==> src/rtl/result_pkg.sv <==
// Shared widths and types for the result producer/collector pair.
package result_pkg;

  localparam int RESULT_W = 8;
  localparam int DROP_W   = 8;

  typedef logic [RESULT_W-1:0] result_t;

endpackage : result_pkg

==> src/rtl/result_ram.sv <==
// DEPTH x RESULT_W storage: one synchronous write port, one asynchronous read port.
module result_ram
  import result_pkg::*;
#(
  parameter int DEPTH = 8,
  parameter int AW    = $clog2(DEPTH)
) (
  input  logic          clk,
  input  logic          i_we,
  input  logic [AW-1:0] i_waddr,
  input  result_t       i_wdata,
  input  logic [AW-1:0] i_raddr,
  output result_t       o_rdata
);

  result_t r_mem [DEPTH];

  always_ff @(posedge clk) begin
    if (i_we) begin
      r_mem[i_waddr] <= i_wdata;
    end
  end

  assign o_rdata = r_mem[i_raddr];

endmodule : result_ram

==> src/rtl/result_collector.sv <==
// First-word-fall-through FIFO behind a producer that cannot be stalled,
// with running sum, occupancy and drop statistics.
module result_collector
  import result_pkg::*;
#(
  parameter int DEPTH = 8,
  parameter int SUM_W = 16
) (
  input  logic                         clk,
  input  logic                         rst,
  input  result_t                      in_result,
  input  logic                         in_valid,
  input  logic                         clr,
  output result_t                      out_data,
  output logic                         out_valid,
  input  logic                         out_ready,
  output logic [$clog2(DEPTH+1)-1:0]   count,
  output logic                         full,
  output logic                         empty,
  output logic [SUM_W-1:0]             sum,
  output logic                         overflow,
  output logic [DROP_W-1:0]            drops
);

  localparam int PTR_W = $clog2(DEPTH);
  localparam int CNT_W = $clog2(DEPTH + 1);

  logic [PTR_W-1:0]  r_wrPtr;
  logic [PTR_W-1:0]  r_rdPtr;
  logic [CNT_W-1:0]  r_count;
  logic [SUM_W-1:0]  r_sum;
  logic              r_overflow;
  logic [DROP_W-1:0] r_drops;

  logic w_full;
  logic w_empty;
  logic w_pop;
  logic w_accept;
  logic w_drop;
  logic w_write;

  assign w_full   = (r_count == CNT_W'(DEPTH));
  assign w_empty  = (r_count == '0);
  assign w_pop    = !w_empty && out_ready;
  // A pop frees the slot in the same cycle, so a full FIFO can still take a beat.
  assign w_accept = in_valid && (!w_full || w_pop);
  assign w_drop   = in_valid && w_full && !w_pop;
  assign w_write  = w_accept && !clr;

  result_ram #(
    .DEPTH (DEPTH),
    .AW    (PTR_W)
  ) u_ram (
    .clk     (clk),
    .i_we    (w_write),
    .i_waddr (r_wrPtr),
    .i_wdata (in_result),
    .i_raddr (r_rdPtr),
    .o_rdata (out_data)
  );

  always_ff @(posedge clk or posedge rst) begin
    if (rst) begin
      r_wrPtr    <= '0;
      r_rdPtr    <= '0;
      r_count    <= '0;
      r_sum      <= '0;
      r_overflow <= 1'b0;
      r_drops    <= '0;
    end else if (clr) begin
      r_wrPtr    <= '0;
      r_rdPtr    <= '0;
      r_count    <= '0;
      r_sum      <= '0;
      r_overflow <= 1'b0;
      r_drops    <= '0;
    end else begin
      if (w_accept) begin
        r_wrPtr <= r_wrPtr + PTR_W'(1);
        r_sum   <= r_sum + SUM_W'(in_result);
      end
      if (w_pop) begin
        r_rdPtr <= r_rdPtr + PTR_W'(1);
      end
      if (w_accept && !w_pop) begin
        r_count <= r_count + CNT_W'(1);
      end else if (w_pop && !w_accept) begin
        r_count <= r_count - CNT_W'(1);
      end
      if (w_drop) begin
        r_overflow <= 1'b1;
        if (r_drops != '1) begin
          r_drops <= r_drops + DROP_W'(1);
        end
      end
    end
  end

  assign out_valid = !w_empty;
  assign count     = r_count;
  assign full      = w_full;
  assign empty     = w_empty;
  assign sum       = r_sum;
  assign overflow  = r_overflow;
  assign drops     = r_drops;

endmodule : result_collector
==> config.mk <==
export PLATFORM = sky130hd
export DESIGN_NAME = result_collector
export DESIGN_NICKNAME = d
export VERILOG_FILES = /design/src/rtl/result_pkg.sv /design/src/rtl/result_ram.sv /design/src/rtl/result_collector.sv
export SDC_FILE = /design/constraint.sdc
export NUM_CORES = 1
export LEC_CHECK = 0
export BUFFER_PORTS_ARGS = -buffer_cell sky130_fd_sc_hd__buf_2
export CAP_MARGIN = 0
export CELL_PAD_IN_SITES_DETAIL_PLACEMENT = 1
export CELL_PAD_IN_SITES_GLOBAL_PLACEMENT = 2
export CORE_MARGIN = 4
export CORE_UTILIZATION = 38
export CTS_BUF_LIST = sky130_fd_sc_hd__clkbuf_4
export CTS_CLUSTER_SIZE = 10
export DETAILED_ROUTE_END_ITERATION = 10
export PLACE_DENSITY_LB_ADDON = 0.05
export SYNTH_ARGS = -nofsm -noshare
export SYNTH_HDL_FRONTEND = slang
export SYNTH_SLANG_ARGS = --single-unit
==> constraint.sdc <==
create_clock -name clk -period 2.7 [get_ports clk]
set_input_delay 0.54 -clock clk [delete_from_list [all_inputs] [get_ports clk]]
set_output_delay 0.54 -clock clk [all_outputs]
set_load 0.005 [all_outputs]
==> summary.md, run 1 <==
| Metric | Value |
|---|---|
| Synth Warn # | `0` |
| DR top layer | `met4` |
| Clk slew on worst S/H paths | `150 ps` |
| CP endpoint kind | `output port` |
| Residual DRC | `0` |
| Port Buffers | `52` |
| HP Class | `primary input to asynchronous set/reset pin` |
| First-pass GRT wire length | `17.1 mm` |
| Clk buf depth | `2` |
| CTS Root Cell | `clkbuf_4` |
| Syn_area_per_cell | `13.8 µm²` |
| Total grt overflow | `0` |
| Clk sink count | `99` |
| Max-Cap Viols | `0` |
| Crit Reg-Reg Startpoint | `count[2]` |
| Initial core utilization | `39.4%` |
| Highest net fanout along the worst path | `15` |
| CTS H-tree depth | `3` |
| Pin count of the biggest net entering global routing | `36` |
| Vias per inst | `5.35` |
| R2r endpoint | `count[3]` |
| Period utilisation layout | `95.2%` |
| Reg2reg setup slack | `230 ps` |
| Pleak | `2.10 nW` |
| 1st-iter DRT viols | `158` |
| Die footprint | `13800 µm²` |
| Area of placed instances | `5120 µm²` |
| Pre-antenna DRT Iters | `4` |
| Vias | `2951` |
| TritonCTS clock tree | `done` |
| WL met1 | `4.71 mm` |
| CTS buffer count | `9` |
| Worst VDD drop | `308 µV` |
| Status | `finished, final reports clean` |
| Yosys cell types | `47` |
| Crit path DAT | `2030 ps` |
| Post-synthesis sequential area ratio | `61.4%` |
| Nets | `432` |
| Cell Area, Synth | `4560 µm²` |
| Setup violations, final | `0` |
| Final TNS setup | `0 ps` |
| Global-route usage over all layers | `15.9%` |
| Crit path time final | `2570 ps` |
| Met2 WL post-DR | `5.03 mm` |
| Design area | `5300 µm²` |
| Share of cells above drive strength 1 | `30.1%` |
| Core ar. | `11600 µm²` |
| RSZ-0062 raised after global routing | `no` |
| Power density over the cells | `719 nW/µm²` |
| Syn Inst Count | `331` |
| Inserted Diodes | `0` |
| GPL Wtd Cong | `0.742` |
| Met3 routed WL | `317 µm` |
| Final ANT Viol Nets | `0` |
| Measured slew at the worst slew-check pin | `473 ps` |
| Path depth of the worst reg2reg path | `9` |
| Clk_skew | `15.5 ps` |
| Slew HR | `68.5%` |
| DP HPWL | `7.12 mm` |
| Worst setup path class | `flip-flop to output port` |
| Chip height | `118 µm` |
| #FFs+latches synth | `99` |
| Area grow syn2layout | `16.4%` |
| Data required, critical path | `2160 ps` |
| Hold Vio Cnt, Final | `0` |
| Clk_lat worst skew | `450 ps` |
| Routed WL per cell | `18.5 µm` |
| Die W | `118 µm` |
| Vias in the first global route | `3192` |
| IO Pins | `53` |
| Slew Viols, Final | `0` |
| CP startpoint kind | `flip-flop` |
| Initial antenna violation count | `0` |
| Max Clk Rate | `389 MHz` |
| Post-synthesis net count | `359` |
| Rows | `39` |
| Post-Route WL | `10.2 mm` |
==> synthesized netlist by cell type (all sizes together) <==
| cell type | n | area (µm²) |
|---|---|---|
| xor2 | 14 | 123 |
| a211oi | 5 | 42.5 |
| nand3 | 9 | 45.0 |
| or4 | 2 | 15.0 |
| nand2 | 28 | 105 |
| buf | 7 | 38.8 |
| and2 | 1 | 6.26 |
| o21a | 1 | 7.51 |
| and3 | 1 | 6.26 |
| nand4b | 1 | 8.76 |
| o22a | 1 | 8.76 |
| a32o | 1 | 10.0 |
| mux2 | 8 | 90.1 |
| fa | 2 | 40.0 |
| mux2i | 2 | 20.0 |
| a31oi | 1 | 6.26 |
| o211ai | 5 | 37.5 |
| nand2b | 4 | 25.0 |
| o2111ai | 1 | 8.76 |
| nor2 | 23 | 86.3 |
| o31ai | 4 | 30.0 |
| a21o | 3 | 23.8 |
| a211o | 2 | 17.5 |
| or3 | 8 | 50.1 |
| edfxtp | 64 | 1920 |
| o21bai | 3 | 26.3 |
| ha | 13 | 163 |
| xnor2 | 2 | 17.5 |
| nor4 | 1 | 6.26 |
| mux4 | 16 | 360 |
| dfrtp | 35 | 876 |
| nor3 | 8 | 51.3 |
| inv | 9 | 33.8 |
| clkbuf | 5 | 18.8 |
| o21ai | 13 | 65.1 |
| o311ai | 1 | 8.76 |
| or2 | 2 | 12.5 |
| nor4b | 1 | 15.0 |
| nand4 | 4 | 25.0 |
| a21oi | 20 | 104 |
==> cell type report <==
| type | instances | area [µm²] |
|---|---|---|
| fillers | 1232 | 6260 |
| flip-flops and latches | 99 | 2800 |
| inverters | 9 | 33.8 |
| clock inverters | 5 | 104 |
| well taps | 143 | 179 |
| multi-input cells | 211 | 1670 |
| repair buffers | 74 | 438 |
| clock buffers | 11 | 82.6 |
==> metrics by stage <==
stage	power, mW	hold slack (ps)	std cells	util [%]	worst slack [ps]
2_1_floorplan	2.52	491	331	-	63.5
3_3_place_gp	2.88	507	536	44.2	199
6_report	3.82	186	552	45.9	131
3_5_place_dp	2.91	518	536	44.2	178
4_1_cts	3.90	151	552	45.9	58.6
5_1_grt	4.08	182	552	45.9	12.4
==> per-layer routing <==
metal	vias to the layer above	GRT usage, %
li1	1404	-
met1	1493	20.7
met2	43	26.5
met3	11	2.84
met4	0	6.15
met5	-	0
==> layout by cell type, fill, tap and decap left out, types with 2 or more instances in the layout <==
cell type / instances
fa_1: 2
clkbuf_4: 11
a21o_1: 2
mux2i_1: 2
o211ai_1: 5
a21oi_1: 19
nor2_1: 23
nand3_1: 9
mux4_2: 16
edfxtp_1: 64
nor3_1: 7
or3_1: 8
a211o_1: 2
o21bai_1: 2
o31ai_1: 4
dfrtp_1: 34
nand4_1: 4
mux2_2: 8
buf_2: 52
inv_1: 9
xor2_1: 14
a211oi_1: 4
bufinv_16: 3
buf_4: 21
xnor2_1: 2
ha_1: 13
o21ai_0: 13
or4_1: 2
nand2b_1: 4
nand2_1: 28
or2_2: 2
==> registers in the layout, indices dropped and copies added (netlist names) <==
name,flops
count,4
drops,8
overflow,1
r_rdPtr,3
r_wrPtr,3
sum,16
u_ram.r_mem,64
==> critical path, stage by stage, from the launching register on <==
cell     delay [ps]
dfrtp_2         460
buf_12          200
mux4_2          520
mux2_2          280
buf_2           130
==> worst max-delay path by stage <==
stage                       startpoint          end  cells after the start
final                       r_rdPtr[0]  out_data[7]                      4
after global routing        r_rdPtr[0]  out_data[7]                      4
after CTS                   r_rdPtr[0]  out_data[7]                      4
after global placement    in_result[0]       sum[8]                      9
after detailed placement  in_result[0]       sum[8]                      9
after floorplan               count[0]     count[3]                     10
==> report_power, final <==
part | switching, mW | total [mW] | leakage, nW | internal (mW)
logic | 0.537 | 1.07 | 0.949 | 0.534
clock network | 0.480 | 0.970 | 0.101 | 0.491
registers | 0.0717 | 1.77 | 1.05 | 1.70
total | 1.09 | 3.82 | 2.10 | 2.73
==> cells by family after synthesis <==
kind of cell / synth area share [%]
adder cells (fa/ha/maj): 4.45
multiplexers: 10.3
AO/OA/AOI/OAI: 8.70
XOR/XNOR: 3.08
buffers and inverters: 2.00
AND/OR/NAND/NOR: 10.0
flip-flops: 61.4
==> what timing repair did <==
action,4_1_cts,5_1_grt
resized for setup,1,0
buffers inserted,0,0
endpoints found under the setup margin,2,0
hold buffers,0,0
No activity file was read; power rests on OpenSTA's default activity.
==> run 2, diff against run 1 <==
- REMOVE_ABC_BUFFERS: not set -> 1
==> summary.md, run 2 (synthesis results as in run 1) <==
| Metric | Value |
|---|---|
| Post-Route WL | `10.0 mm (-2.3%)` |
| HP Class | `primary input to asynchronous set/reset pin` |
| Routed WL per cell | `18.1 µm (-2.3%)` |
| CTS buffer count | `9 (unchanged)` |
| Final ANT Viol Nets | `0 (unchanged)` |
| Final TNS setup | `0 ps (unchanged)` |
| 1st-iter DRT viols | `141 (-11%)` |
| First-pass GRT wire length | `16.6 mm (-2.9%)` |
| CTS Root Cell | `clkbuf_4` |
| Measured slew at the worst slew-check pin | `475 ps (+2.26 ps)` |
| Post-Route Utilization | `45.3% (-0.52 points)` |
| Commonest non-fill, non-tap cell in the layout | `edfxtp_1` |
| Pre-antenna DRT Iters | `4 (unchanged)` |
| Initial core utilization | `39.4% (unchanged)` |
| Nets | `432 (unchanged)` |
| CP endpoint kind | `output port` |
| Clk_lat worst skew | `470 ps (+20 ps)` |
| Share of cells above drive strength 1 | `30.1% (unchanged)` |
| RSZ-0062 raised after global routing | `no` |
| CP Cell Sequence | `buf_12 > mux4_2 > mux2_2 > buf_2` |
| Clk slew on worst S/H paths | `170 ps (+20 ps)` |
| Die footprint | `13800 µm² (unchanged)` |
| IO Pins | `53 (unchanged)` |
| Setup violations, final | `0 (unchanged)` |
| Largest delay share family, worst path | `multiplexers` |
| Clk_skew | `26.2 ps (+10.7 ps)` |
| Pin count of the biggest net entering global routing | `36 (unchanged)` |
| Crit path time final | `2550 ps (-20.5 ps)` |
| # fillers | `1207 (-2.0%)` |
| Crit path DAT | `2010 ps (-20 ps)` |
| Die W | `118 µm (unchanged)` |
| CTS H-tree depth | `3 (unchanged)` |
| Vias | `2906 (-1.5%)` |
| CP startpoint kind | `flip-flop` |
| Crit Reg-Reg Startpoint | `count[0]` |
| Worst VDD drop | `303 µV (-1.5%)` |
| Most frequent cells in the layout | `edfxtp_1 (64), buf_2 (52), dfrtp_1 (34)` |
| TritonCTS clock tree | `done` |
| Multi-input gate area | `1670 µm² (unchanged)` |
| Status | `finished, final reports clean` |
| Cells after DPL | `535 (-0.19%)` |
| Clk sink count | `99 (unchanged)` |
| Hold Vio Cnt, Final | `0 (unchanged)` |
| Core ar. | `11600 µm² (unchanged)` |
| DP HPWL | `7.05 mm (-0.97%)` |
| Worst stage delay on the critical path | `530 ps (about the same)` |
| Pleak | `2.07 nW (-1.3%)` |
| Reg area | `2800 µm² (unchanged)` |
| Port Buffers | `52 (unchanged)` |
| Power density over the cells | `680 nW/µm² (-5.4%)` |
| Worst setup path class | `flip-flop to output port` |
| Total grt overflow | `0 (unchanged)` |
| Vias in the first global route | `3078 (-3.6%)` |
| Slew HR | `68.3% (-0.15 points)` |
| Hold buffer count at cts | `0 (unchanged)` |
| Initial antenna violation count | `0 (unchanged)` |
| WHS | `151 ps (-34.6 ps)` |
| Inserted Diodes | `0 (unchanged)` |
| Finished Layout Cells | `552 (unchanged)` |
| Crit-path slowest cell | `mux4_2` |
| Largest register by flop count | `u_ram.r_mem` |
| Area grow syn2layout | `15.1%` |
| Global-route usage over all layers | `15.3% (-0.58 points)` |
| Max FFs per register | `64 (unchanged)` |
| Residual DRC | `0 (unchanged)` |
| Clk buf depth | `2 (unchanged)` |
| Highest net fanout along the worst path | `18 (+3)` |
| Worst Setup SP | `r_rdPtr[0]` |
| Chip height | `118 µm (unchanged)` |
| Max Clk Rate | `392 MHz (+0.80%)` |
| GPL Wtd Cong | `0.716 (-3.5%)` |
| Worst path buffer plus inverter count | `2 (unchanged)` |
| Rows | `39 (unchanged)` |
| Period utilisation layout | `94.4% (-0.76 points)` |
| Max-Cap Viols | `0 (unchanged)` |
| Vias per inst | `5.26 (-1.5%)` |
| Data required, critical path | `2160 ps (about the same)` |
| Slew Viols, Final | `0 (unchanged)` |
-- run 2: cell types whose count changed in the layout (fill, tap and decap cells not counted), sizes merged --
| cell | before | now |
|---|---|---|
| bufinv | 3 | 0 |
| inv | 9 | 10 |
| clkinv | 2 | 5 |
| clkbuf | 11 | 10 |
-- run 2: worst paths after layout --
kind | endpoint | slack (ps) | cells after the start
hold reg to reg | overflow | 520 | 2
setup / recovery | out_data[1] | 150 | 4
setup reg to reg | count[3] | 260 | 9
max in group asynchronous | count[2] | 2210 | 3
min in group clk | u_ram.r_mem[7][5] | 360 | 1
hold / removal | overflow | 150 | 3
-- run 2: power breakdown --
group / internal, mW / switching, mW
Clock: 0.212 / 0.520
Sequential: 1.70 / 0.0735
Combinational: 0.530 / 0.530
-- run 2: timing repair --
| item | in CTS | in global routing |
|---|---|---|
| setup buffers | 0 | 1 |
| resized for setup | 0 | 1 |
| setup endpoints to repair | 0 | 1 |
-- run 2: stage by stage --
step | area (µm²) | setup WS [ps] | power (mW)
floorplan | 4500 | 53.4 | 2.48
global placement | 5110 | 188 | 2.87
detailed placement | 5110 | 123 | 2.89
CTS | 5240 | 93.7 | 3.64
global route | 5240 | 18.0 | 3.83
finish | 5240 | 151 | 3.57
-- run 2: per-layer routing --
layer	up-vias	share of wire, %	global-route usage (%)
met5	-	0	0
met4	0	1.7	5.71
met3	12	3.0	2.79
met2	40	49	25.6
met1	1451	46	19.9
li1	1403	-	-
-- run 2: area by class of cell --
cell class / count / share of cell area, %
repair buffers: 74 / 8.35
clock inverters: 6 / 0.978
clock buffers: 10 / 1.43
inverters: 9 / 0.644
flip-flops and latches: 99 / 53.4
well taps: 143 / 3.41
multi-input cells: 211 / 31.8
-- run 2: worst reg2reg max path, stage by stage (launching register included) --
cell and delay, ps:
dfrtp_1 410, or3_1 410, a211oi_2 220, inv_1 90
ha_1 320, a21oi_1 140, nand2_1 70, or2_2 280
a21o_1 160, a32o_1 250
==> run 3, diff against run 2 <==
--- a/config.mk
+++ b/config.mk
@@ -6,4 +6,5 @@
 export NUM_CORES = 1
 export LEC_CHECK = 0
+export ABC_AREA = 1
 export BUFFER_PORTS_ARGS = -buffer_cell sky130_fd_sc_hd__buf_2
 export CAP_MARGIN = 0
@@ -11,5 +12,5 @@
 export CELL_PAD_IN_SITES_GLOBAL_PLACEMENT = 2
 export CORE_MARGIN = 4
-export CORE_UTILIZATION = 38
+export CORE_UTILIZATION = 35
 export CTS_BUF_LIST = sky130_fd_sc_hd__clkbuf_4
 export CTS_CLUSTER_SIZE = 10
==> constraint.sdc (replaced) <==
create_clock -name clk -period 2.7 [get_ports clk]
set_input_delay 0.54 -clock clk [delete_from_list [all_inputs] [get_ports clk]]
set_output_delay 0.54 -clock clk [all_outputs]
set_load 0.1 [all_outputs]
==> summary.md, run 3 <==
| Metric | Value |
|---|---|
| Slew Viols, Final | `0 (unchanged)` |
| RSZ-0062 raised after global routing | `no` |
| # fillers | `1549 (+28%)` |
| Clk_skew | `14.8 ps (-11.5 ps)` |
| Post-Synth Adder-Cell Area | `4.19% (-0.26 points)` |
| Post-Synth XOR/XNOR Area | `1.99% (-1.1 points)` |
| Post-synthesis sequential area ratio | `57.8% (-3.6 points)` |
| Initial core utilization | `36.1% (-3.3 points)` |
| IO Pins | `53 (unchanged)` |
| Clk sink count | `99 (unchanged)` |
| CP startpoint kind | `flip-flop` |
| Yosys top cell area share | `39.7% (-2.5 points)` |
| Clk buf depth | `2 (unchanged)` |
| Post-CTS Setup Inserts | `0 (unchanged)` |
| Commonest non-fill, non-tap cell in the layout | `nand2_1` |
| Post-synthesis mux area share | `0% (-10 points)` |
| Main area contributors after synthesis | `edfxtp_1 (40%), dfrtp_1 (18%), nand2_1 (8.8%)` |
| Post-Route WL | `12.3 mm (+23%)` |
| Final Power | `4.73 mW (+33%)` |
| CP endpoint kind | `output port` |
| Cells after DPL | `725 (+36%)` |
| Syn_area_per_cell | `9.79 µm² (-29%)` |
| Most frequent cell after synthesis | `nand2_1` |
| Initial antenna violation count | `0 (unchanged)` |
| Vias | `3721 (+28%)` |
| Area leader, netlist | `edfxtp_1` |
| Combinational share of power | `45.7% (+16 points)` |
| Post-Route Utilization | `42.2% (-3.1 points)` |
| Hold Vio Cnt, Final | `0 (unchanged)` |
| Dominant synthesized flop cell | `edfxtp_1` |
| Finished Layout Cells | `741 (+34%)` |
| Cell Area, Synth | `4840 µm² (+6.2%)` |
| Reg area | `2800 µm² (about the same)` |
| Die W | `126 µm (+6.9%)` |
| R2r endpoint | `count[3]` |
| Pre-antenna DRT Iters | `4 (unchanged)` |
| HP Class | `primary input to asynchronous set/reset pin` |
| Asr flop ratio synth | `35.4% (unchanged)` |
| Pleak | `2.41 nW (+16%)` |
| CTS Root Cell | `clkbuf_4` |
| Power density over the cells | `837 nW/µm² (+23%)` |
| Synth Area in Compound Gates | `9.00% (+0.30 points)` |
| 1st-iter DRT viols | `213 (+51%)` |
| Vias in the first global route | `4007 (+30%)` |
| Syn Inst Count | `494 (+49%)` |
| #FFs+latches synth | `99 (unchanged)` |
| Total grt overflow | `0 (unchanged)` |
| Internal Pwr Total | `2.58 mW (+5.6%)` |
| Global-route usage over all layers | `16.4% (+1.1 points)` |
| Max-Cap Viols | `0 (unchanged)` |
| Reg2reg setup slack | `460 ps (+200 ps)` |
| WHS | `176 ps (+25.0 ps)` |
| Measured slew at the worst slew-check pin | `507 ps (+32.2 ps)` |
| Share of cells above drive strength 1 | `18.1% (-12 points)` |
| Highest net fanout along the worst path | `22 (+4)` |
| Port Buffers | `52 (unchanged)` |
| Slew HR | `66.2% (-2.1 points)` |
| Largest register by flop count | `u_ram.r_mem` |
| Post-synthesis simple-gate area fraction | `22.9% (+13 points)` |
| Core ar. | `13400 µm² (+16%)` |
| Number of enable-type register cells in the synthesized netlist | `64 (unchanged)` |
| Rows | `42 (+7.7%)` |
| CTS buffer count | `9 (unchanged)` |
| CTS H-tree depth | `3 (unchanged)` |
| Final ANT Viol Nets | `0 (unchanged)` |
| Crit Reg-Reg Startpoint | `count[0]` |
| Post_cts resized | `0 (unchanged)` |
| First-pass GRT wire length | `20.6 mm (+24%)` |
| Multi-input gate area | `1840 µm² (+10%)` |
| Area grow syn2layout | `16.9%` |
| Switching Fraction | `45.5% (+14 points)` |
| Inserted Diodes | `0 (unchanged)` |
| Most frequent cells in the layout | `nand2_1 (113), nor2_1 (84), edfxtp_1 (64)` |
| Psw | `2.16 mW (+92%)` |
| TritonCTS clock tree | `done` |
| Chip height | `126 µm (+6.9%)` |
| Vias per inst | `5.02 (-4.6%)` |
| Worst VDD drop | `435 µV (+43%)` |
| Commonest cells in the netlist | `nand2_1 (113), nor2_1 (84), edfxtp_1 (64), dfrtp_1 (35), nand3_1 (34)` |
| Sequential share of power | `37.7% (-12 points)` |
| Clk slew on worst S/H paths | `150 ps (-20 ps)` |
| Nets | `588 (+36%)` |
| Path depth of the worst reg2reg path | `14 (+5)` |
| Period utilisation layout | `90.9% (-3.5 points)` |
| Synth Warn # | `0 (unchanged)` |
| Status | `finished, final reports clean` |
| Max Clk Rate | `408 MHz (+3.9%)` |
| GPL Wtd Cong | `0.795 (+11%)` |
| Crit path DAT | `1910 ps (-100 ps)` |
| Yosys cell types | `38 (-19%)` |
| Hold buffer count at cts | `0 (unchanged)` |
| Max FFs per register | `64 (unchanged)` |
| Data required, critical path | `2160 ps (about the same)` |
| Largest family of logic cells by synthesized area | `simple AND/OR/NAND/NOR gates` |
| DP HPWL | `8.80 mm (+25%)` |
| Routed WL per cell | `16.7 µm (-8.0%)` |
| Clk_lat worst skew | `450 ps (-20 ps)` |
| Residual DRC | `0 (unchanged)` |
| Setup violations, final | `0 (unchanged)` |
| Pin count of the biggest net entering global routing | `36 (unchanged)` |
| Worst setup path class | `flip-flop to output port` |
| Crit path time final | `2450 ps (-95.7 ps)` |
| Die footprint | `15800 µm² (+14%)` |
| Clock network fraction of design power | `16.6% (-3.9 points)` |
==> run 3: cell count changes after synthesis, sizes merged, moves of 16 or more <==
| cell | before | now |
|---|---|---|
| nand2 | 28 | 117 |
| nor2 | 23 | 90 |
| nand3 | 9 | 35 |
| inv | 9 | 34 |
| mux4 | 16 | 0 |
| o21ai | 13 | 29 |
| o32ai | 0 | 16 |
==> run 3: worst max-delay path by stage <==
stage	startpoint	to	slack (ps)	cells after the start
after floorplan	count[3]	full	-1840	2
after global placement	out_ready	count[3]	510	14
after detailed placement	out_ready	count[3]	450	14
after CTS	r_rdPtr[0]	out_data[6]	190	7
after global routing	r_rdPtr[0]	out_data[7]	10	7
final	r_rdPtr[0]	out_data[6]	250	7
==> run 3: logic make-up after synthesis <==
group	count (synthesis)
buf+inv	50
fa+ha+maj	15
flops	99
xor+xnor	11
compound gates	69
simple gates	250
==> run 3: power by group through the flow <==
stage | Clock [mW] | Combinational, mW | Sequential [mW]
after CTS | 0.821 | 2.19 | 1.78
after floorplan | 0 | 1.19 | 2.18
final | 0.787 | 2.16 | 1.78
after global routing | 0.880 | 2.32 | 1.80
after global placement | 0 | 2.16 | 1.81
after detailed placement | 0 | 2.19 | 1.82
==> run 3: routing by layer <==
metal	up-vias	global-route usage, %	part of all wire [%]	routed length, µm
met5	-	0	0	0
met4	0	5.55	1.8	228
met3	15	2.81	3.2	390
met2	55	28.6	50	6120
met1	1837	20.6	45	5610
li1	1814	-	-	-
==> run 3: layout make-up <==
type / instances / share of cell area (%)
Timing Repair Buffer: 69 / 9.21
Clock inverter: 5 / 0.952
Clock buffer: 11 / 1.46
Inverter: 36 / 2.43
Tap cell: 176 / 3.89
Multi-Input combinational cell: 345 / 32.6
Sequential cell: 99 / 49.5
==> run 3: through the flow <==
| stage | TNS (ps) | setup WS, ps | area [µm²] |
|---|---|---|---|
| after floorplan | -3890 | -1840 | 4780 |
| after global placement | 0 | 511 | 5520 |
| after detailed placement | 0 | 451 | 5520 |
| after CTS | 0 | 190 | 5650 |
| after global routing | 0 | 13.7 | 5650 |
| final | 0 | 247 | 5650 |
==> run 3: critical path: stages, from the launching register on <==
cell and delay [ps]:
dfrtp_1 430, clkinv_1 70, buf_4 250, nor2_1 70, o32ai_1 230, nand2_1 100
nand2_1 120, buf_12 180
